**src/rtl/mem_pkg.sv**
```systemverilog
// Shared definitions for the memory arbiter: burst size codes, rw encoding,
// sequencer states and the size-to-beat-count mapping.
package mem_pkg;

  localparam logic [1:0] SZ_1W  = 2'b00;
  localparam logic [1:0] SZ_4W  = 2'b01;
  localparam logic [1:0] SZ_8W  = 2'b10;
  localparam logic [1:0] SZ_16W = 2'b11;

  localparam logic RW_READ  = 1'b1;
  localparam logic RW_WRITE = 1'b0;

  // Requester index: bit 0 is fetch, bit 1 is load/store.
  localparam logic OWN_IF = 1'b0;
  localparam logic OWN_LS = 1'b1;

  localparam logic [31:0] MEM_START_ADDR = 32'h8002_0000;

  typedef enum logic [1:0] {
    ST_IDLE  = 2'd0,
    ST_ISSUE = 2'd1,
    ST_DRAIN = 2'd2
  } state_t;

  function automatic logic [4:0] size_beats(input logic [1:0] sz);
    case (sz)
      SZ_1W:   return 5'd1;
      SZ_4W:   return 5'd4;
      SZ_8W:   return 5'd8;
      default: return 5'd16;
    endcase
  endfunction

endpackage

```
**src/rtl/rr_arb2.sv**
```systemverilog
// Two-way round-robin grant: a lone requester wins; on contention the
// requester that did not own the previous burst wins.
module rr_arb2 (
  input  logic [1:0] req,
  input  logic       last,
  output logic [1:0] grant
);

  always_comb begin
    grant = req;
    if (req == 2'b11) grant = last ? 2'b01 : 2'b10;
  end

endmodule

```
**src/rtl/mem_arbiter.sv**
```systemverilog
// Shares one single-word memory port between fetch and load/store, splitting
// each 1/4/8/16-word burst into consecutive single-word accesses.
module mem_arbiter
  import mem_pkg::*;
#(
  parameter int ADDR_W     = 32,
  parameter int DATA_W     = 32,
  parameter int WORD_BYTES = 4
) (
  input  logic              clock,
  input  logic              reset,
  input  logic              if_req,
  input  logic [ADDR_W-1:0] if_addr,
  input  logic [1:0]        if_size,
  output logic              if_rvalid,
  output logic [DATA_W-1:0] if_rdata,
  output logic              if_done,
  input  logic              ls_req,
  input  logic              ls_rw,
  input  logic [ADDR_W-1:0] ls_addr,
  input  logic [1:0]        ls_size,
  input  logic [DATA_W-1:0] ls_wdata,
  output logic              ls_wready,
  output logic              ls_rvalid,
  output logic [DATA_W-1:0] ls_rdata,
  output logic              ls_done,
  output logic [ADDR_W-1:0] mem_address,
  output logic [DATA_W-1:0] mem_data_in,
  output logic [1:0]        mem_access_size,
  output logic              mem_rw,
  output logic              mem_enable,
  input  logic [DATA_W-1:0] mem_data_out
);

  state_t            state, state_nx;
  logic [1:0]        grant;
  logic [3:0]        beat;
  logic [4:0]        beats;
  logic [ADDR_W-1:0] base;
  logic              owner, last_owner, rw_q, rd_pend, last_beat;

  rr_arb2 u_arb (
    .req   ({ls_req, if_req}),
    .last  (last_owner),
    .grant (grant)
  );

  assign last_beat = ({1'b0, beat} == beats - 5'd1);

  always_ff @(posedge clock or posedge reset) begin
    if (reset) begin
      state      <= ST_IDLE;
      beat       <= '0;
      beats      <= '0;
      base       <= '0;
      owner      <= OWN_IF;
      rw_q       <= 1'b0;
      last_owner <= OWN_LS;
      rd_pend    <= 1'b0;
    end else begin
      state   <= state_nx;
      // Memory output is registered, so a read issued now returns next cycle.
      rd_pend <= (state == ST_ISSUE) && (rw_q == RW_READ);
      case (state)
        ST_IDLE: if (|grant) begin
          owner <= grant[1];
          rw_q  <= grant[1] ? ls_rw : RW_READ;
          base  <= (grant[1] ? ls_addr : if_addr) & ~ADDR_W'(3);
          beats <= size_beats(grant[1] ? ls_size : if_size);
          beat  <= '0;
        end
        ST_ISSUE: beat       <= beat + 4'd1;
        ST_DRAIN: last_owner <= owner;
        default: ;
      endcase
    end
  end

  always_comb begin
    state_nx    = state;
    mem_enable  = 1'b0;
    mem_rw      = 1'b0;
    mem_address = '0;
    mem_data_in = '0;
    ls_wready   = 1'b0;
    if_done     = 1'b0;
    ls_done     = 1'b0;
    case (state)
      ST_IDLE: if (|grant) state_nx = ST_ISSUE;
      ST_ISSUE: begin
        mem_enable  = 1'b1;
        mem_rw      = rw_q;
        mem_address = base + ADDR_W'(WORD_BYTES * int'(beat));
        if (rw_q == RW_WRITE) begin
          mem_data_in = ls_wdata;
          ls_wready   = 1'b1;
        end
        if (last_beat) state_nx = ST_DRAIN;
      end
      ST_DRAIN: begin
        if_done  = (owner == OWN_IF);
        ls_done  = (owner == OWN_LS);
        state_nx = ST_IDLE;
      end
      default: state_nx = ST_IDLE;
    endcase
  end

  assign mem_access_size = SZ_1W;
  assign if_rvalid       = rd_pend && (owner == OWN_IF);
  assign ls_rvalid       = rd_pend && (owner == OWN_LS);
  assign if_rdata        = if_rvalid ? mem_data_out : '0;
  assign ls_rdata        = ls_rvalid ? mem_data_out : '0;

endmodule

```
**config.mk**
```make
export PLATFORM = sky130hd
export DESIGN_NAME = mem_arbiter
export DESIGN_NICKNAME = d
export VERILOG_FILES = /design/src/rtl/mem_pkg.sv /design/src/rtl/rr_arb2.sv /design/src/rtl/mem_arbiter.sv
export SDC_FILE = /design/constraint.sdc
export NUM_CORES = 1
export LEC_CHECK = 0
export CAP_MARGIN = 20
export CORE_UTILIZATION = 29
export DETAILED_ROUTE_END_ITERATION = 8
export HOLD_SLACK_MARGIN = 0.1
export PLACE_DENSITY = 0.78
export SYNTH_ARGS = -nofsm -noshare
export SYNTH_HDL_FRONTEND = slang
export SYNTH_HIERARCHICAL = 1
export SYNTH_SLANG_ARGS = --single-unit
```
**constraint.sdc**
```tcl
create_clock -name clock -period 4.44 [get_ports clock]
set_input_delay 0.444 -clock clock [delete_from_list [all_inputs] [get_ports clock]]
set_output_delay 0.444 -clock clock [all_outputs]
set_load 0.02 [all_outputs]
```
# [Yosys cells after proc, flatten, opt, wreduce, memory -nomap -nowiden]
# Index checks and enable logic that the tools add are counted.
[word_totals] latch_bits=0 out_inout_bits=137 mem_bits_ro=0 ff_bits=45 memories=0 ramBits=0 input_bits=137
[op_classes] order_cmp=0 n_mux=22 add_sub_neg=3 div_mod_pow=0 eq_ne=8 n_mul=0 n_bitwise=1 shifts=0 reduce_logical=10
[ops] cell="$mux 32" n=6
[ops] cell="$add 32x6->32" n=1
[ops] cell="$pmux 5 s3" n=1
[ops] cell="$mux 2" n=5
[ops] cell="$pmux 4 s2" n=1
[ops] cell="$mux 1" n=7
[ops] cell="$eq 2x2->1 const B" n=3
[ops] cell="$reduce_and 2->1" n=3
[ops] cell="$eq 4x5->1" n=1
[ops] cell="$sub 5x1->5 const B" n=1
[ops] cell="$add 4x1->4 const B" n=1
[ops] cell="$eq 2x1->1 const B" n=2
[ops] cell="$logic_not 2->1" n=2
[ops] cell="$mux 4" n=1
[ops] cell="$ne 2x2->1 const B" n=2
[ops] cell="$pmux 2 s2" n=1
[ops] cell="$logic_and 1x1->1" n=3
[ops] cell="$reduce_bool 2->1" n=1
[ops] cell="$reduce_or 2->1" n=1
[ops] cell="$not 1->1" n=1

# [Depth between registers and ports, before layout]
[logic_depth] depth_word=5 mapped_depth=9 mapped_depth_nobuf=8

# [Cells and area by module]
# The synthesis kept the hierarchy.
[modules_own_cells] module="mem_arbiter" area_each_um2=3587.2 cells_per_inst=453 instances=1
[modules_own_cells] module="rr_arb2" area_each_um2=18.8 cells_per_inst=3 instances=1

# [Worst setup path before layout]
# OpenSTA, ideal clock, no wires.
[synth_timing] kind="reg2out" startpoint="register beat[2]" endpoint="output mem_address[31]" required_ns=3.996 n_path_buf=1 setup_slack_ns=1.579 arrival_ns=2.417 stages_incl_launch_ff=7 cell_sequence="dfrtp_1 ha_1 inv_1 o32a_1 buf_6 or3_1 o41ai_1"
[synth_between] elab_chain_len=2
[synth_rtl] item="start, declared" line_no="mem_arbiter.sv:37" rtl="logic [3:0] beat;"
[synth_rtl] item="start signal, assigned" line_no="mem_arbiter.sv:72" rtl="ST_ISSUE: beat <= beat + 4'd1;"
[synth_rtl] item="$add 32x6->32" line_no="mem_arbiter.sv:93" rtl="mem_address = base + ADDR_W'(WORD_BYTES * int'(beat));"
[synth_rtl] item="$mux 32" line_no="mem_arbiter.sv:88" rtl="case (state)"
[synth_rtl] item="end, declared" line_no="mem_arbiter.sv:27" rtl="output logic [ADDR_W-1:0] mem_address,"
# No other way between the ends.

# [Worst setup path after layout]
[layout_timing] startpoint="register beat[0]" endpoint="output mem_address[30]"
# The elaborated chain is that of the path after synthesis.

==> out/results.ini <==
[drt]
via_count=4102
wl_per_cell_um=15.2
ant_nets=0
dr.pass1.iters=4
viasPerCell=4.70
totalWireLength_mm=13.3
dr.first_iter.drc_count=229
drc=0

[timing]
slew_viol_final=0
rsz0062_at_grt=no
relSlewSlack=0.363
fin_setup_tns_ns=0
finalHoldViolations=0
post-route-period-util=0.880
fmax_mhz=256
fin_worst_skew_ns=0.00399
final-setup-viol-count=0
fin_crit_ns=3.91
tightest_slew_ns=0.953

[worst_setup_path]
critPathMaxStageDelay_ns=0.64
worst_setup_path_start_kind=flip-flop
cp.required_ns=4.00
cpMaxStageDelayCell=clkdlybuf4s50_1
path_cells=ha_1 -> inv_1 -> fa_1 -> nand2b_1 -> a21oi_1 -> nand3_1 -> or3_1 -> a21oi_1 -> clkdlybuf4s50_1
end_kind=primary output
critPathMostFrequentCell=a21oi_1
cp.arrival_ns=3.46
crit_type=flip-flop to primary output
cp_max_fo=8

[global_route]
grt_antenna_before_repair=1
first_global_vias=4084
grt_pass1_wl_mm=20.8
grt_max_degree=65
grt_usage=0.205
globalRouteOverflowTotal=0

[placed_design]
gp_congestion=0.873
placed_cells=864
port_buffers=265
dp_hpwl_mm=10.9

[synth]
synth_top_flop_cell=dfrtp_1
async_flop_share=1.00
yosys_warnings=6
yosysSeqAreaShare=0.306
ys_ff_latch=44
synth_area_um2=3610
netlist-cell-type-count=49
syn_avg_cell_area_um2=7.91
synth_edf_count=0
synthCells=456

[cts]
clk_pin_slew_ns=0.06
cts_setup_buffers=0
cts_buffers=5
cts_tree=yes
clk_path_buf_depth=2
cts_resized=0
ctsHoldBuffers=0
clk_latency_ns=0.28
root_buffer=clkbuf_16
clock-sinks=44
htree_levels=2

[power_and_ir_drop]
p_total_mw=4.02
leakage_nw=2.78
peakVddDrop_v=0.000321
power.density_nw_per_um2=611

[floorplanning]
rows=40
die_height_um=114
ios=274
core_um2=12100
start_util=0.299
die_x_um=114
fp.dieArea_um2=12900

[flow_run]
drv_cap=0

[finish]
fin_nets=847
syn_to_final_growth_pct=82.4
fin_cells=873
drive_gt1_frac=0.0327

[status]
status=finished clean

[worst_hold_path]
hold_path_class=flip-flop to flip-flop

==> kinds of logic (layout without fill, tap and decap cells) <==
| logic type | after synthesis | count (layout) | synth area share |
|---|---|---|---|
| adders and majority gates | 7 | 7 | 0.0264 |
| buffers and inverters | 46 | 291 | 0.0555 |
| AOI/OAI and AO/OA | 62 | 62 | 0.0979 |
| xor gates and xnor gates | 28 | 28 | 0.0680 |
| DFF | 44 | 44 | 0.306 |
| other | 1 | 5 | 0.00104 |
| muxes | 33 | 33 | 0.0920 |
| and+or+nand+nor | 235 | 235 | 0.354 |
==> synth_stat cells (2+ instances only) <==
master / n / share of area
and2_1: 69 / 0.12
nand2_1: 49 / 0.051
dfrtp_1: 43 / 0.30
o21ai_0: 40 / 0.056
and3_1: 38 / 0.066
nor2_1: 35 / 0.036
mux2i_1: 32 / 0.089
clkbuf_1: 23 / 0.024
xor2_1: 15 / 0.036
xnor2_1: 13 / 0.032
inv_1: 12 / 0.012
nand3_1: 12 / 0.017
a21oi_1: 7 / 0.0097
nand4_1: 7 / 0.012
ha_1: 6 / 0.021
buf_4: 5 / 0.010
nor3_1: 5 / 0.0069
buf_1: 4 / 0.0042
nand2b_1: 4 / 0.0069
nor4_1: 4 / 0.0069
or3_1: 3 / 0.0052
a22o_1: 2 / 0.0049
and4_1: 2 / 0.0049
==> through the flow <==
step           setup slack (ns)  area (um^2)  hold slack [ns]  utilization
2_1_floorplan              1.58         3620            0.454            -
5_1_grt                   0.359         6580            0.516        0.545
3_3_place_gp              0.932         6390            0.469        0.530
6_report                  0.535         6580            0.486        0.545
4_1_cts                   0.552         6580            0.491        0.545
3_5_place_dp              0.876         6390            0.477        0.530
==> placed cells by master, fill, tap and decap left out, types with 13 or more instances in the layout <==
cell,Yosys,routed
o21ai_0,40,40
nor2_1,35,35
xnor2_1,13,13
dfrtp_1,43,43
nand2_1,49,49
clkdlybuf4s50_1,0,265
xor2_1,15,15
and2_1,69,69
and3_1,38,38
mux2i_1,32,32
==> critical path, delay by kind of cell, from the launching register on <==
family	cells	cell delay [ns]
AND/OR/NAND/NOR	3	0.73
buffers and inverters	2	0.70
flip-flops	1	0.47
adder cells (fa/ha/maj)	2	0.61
AO/OA/AOI/OAI	2	0.65
==> path summary, 6_finish.rpt <==
check | endpoint | from | depth (start not counted) | slack, ns
max reg2reg | base[31] | last_owner | 4 | 2.41
min in group asynchronous | beats[4] | reset | 2 | 0.70
min reg2reg | base[2] | base[2] | 2 | 0.49
max in group asynchronous | base[3] | reset | 2 | 3.15
min | base[2] | base[2] | 2 | 0.49
max | mem_address[30] | beat[0] | 9 | 0.53
==> state kept, by name, summed over array words and instances, names as in the netlist <==
name,cells
state,2
rd_pend,1
base,30
beats,4
beat,4
last_owner,1
rw_q,1
owner,1
==> report_power, final <==
group	switching (mW)	leakage, nW	internal, mW
Combinational	1.42	2.15	1.29
Sequential	0.267	0.542	0.588
Clock	0.157	0.0901	0.296
Total	1.84	2.78	2.18
==> per-layer routing <==
metal	vias up	routed length [um]	GRT usage
met5	-	0	0
met4	0	282	0.0544
met3	19	782	0.0383
met2	165	6860	0.387
met1	1890	5390	0.233
li1	2028	-	-
==> final cells by class <==
cell class	instances	area (um^2)
Clock inverter	1	30.0
Sequential cell	44	1100
Clock buffer	7	153
Timing Repair Buffer	271	2700
Fill cell	1125	5480
Inverter	12	45.0
Multi-Input combinational cell	369	2340
Antenna cell	1	2.50
Tap cell	168	210
Power figures use the tool's default switching activity.
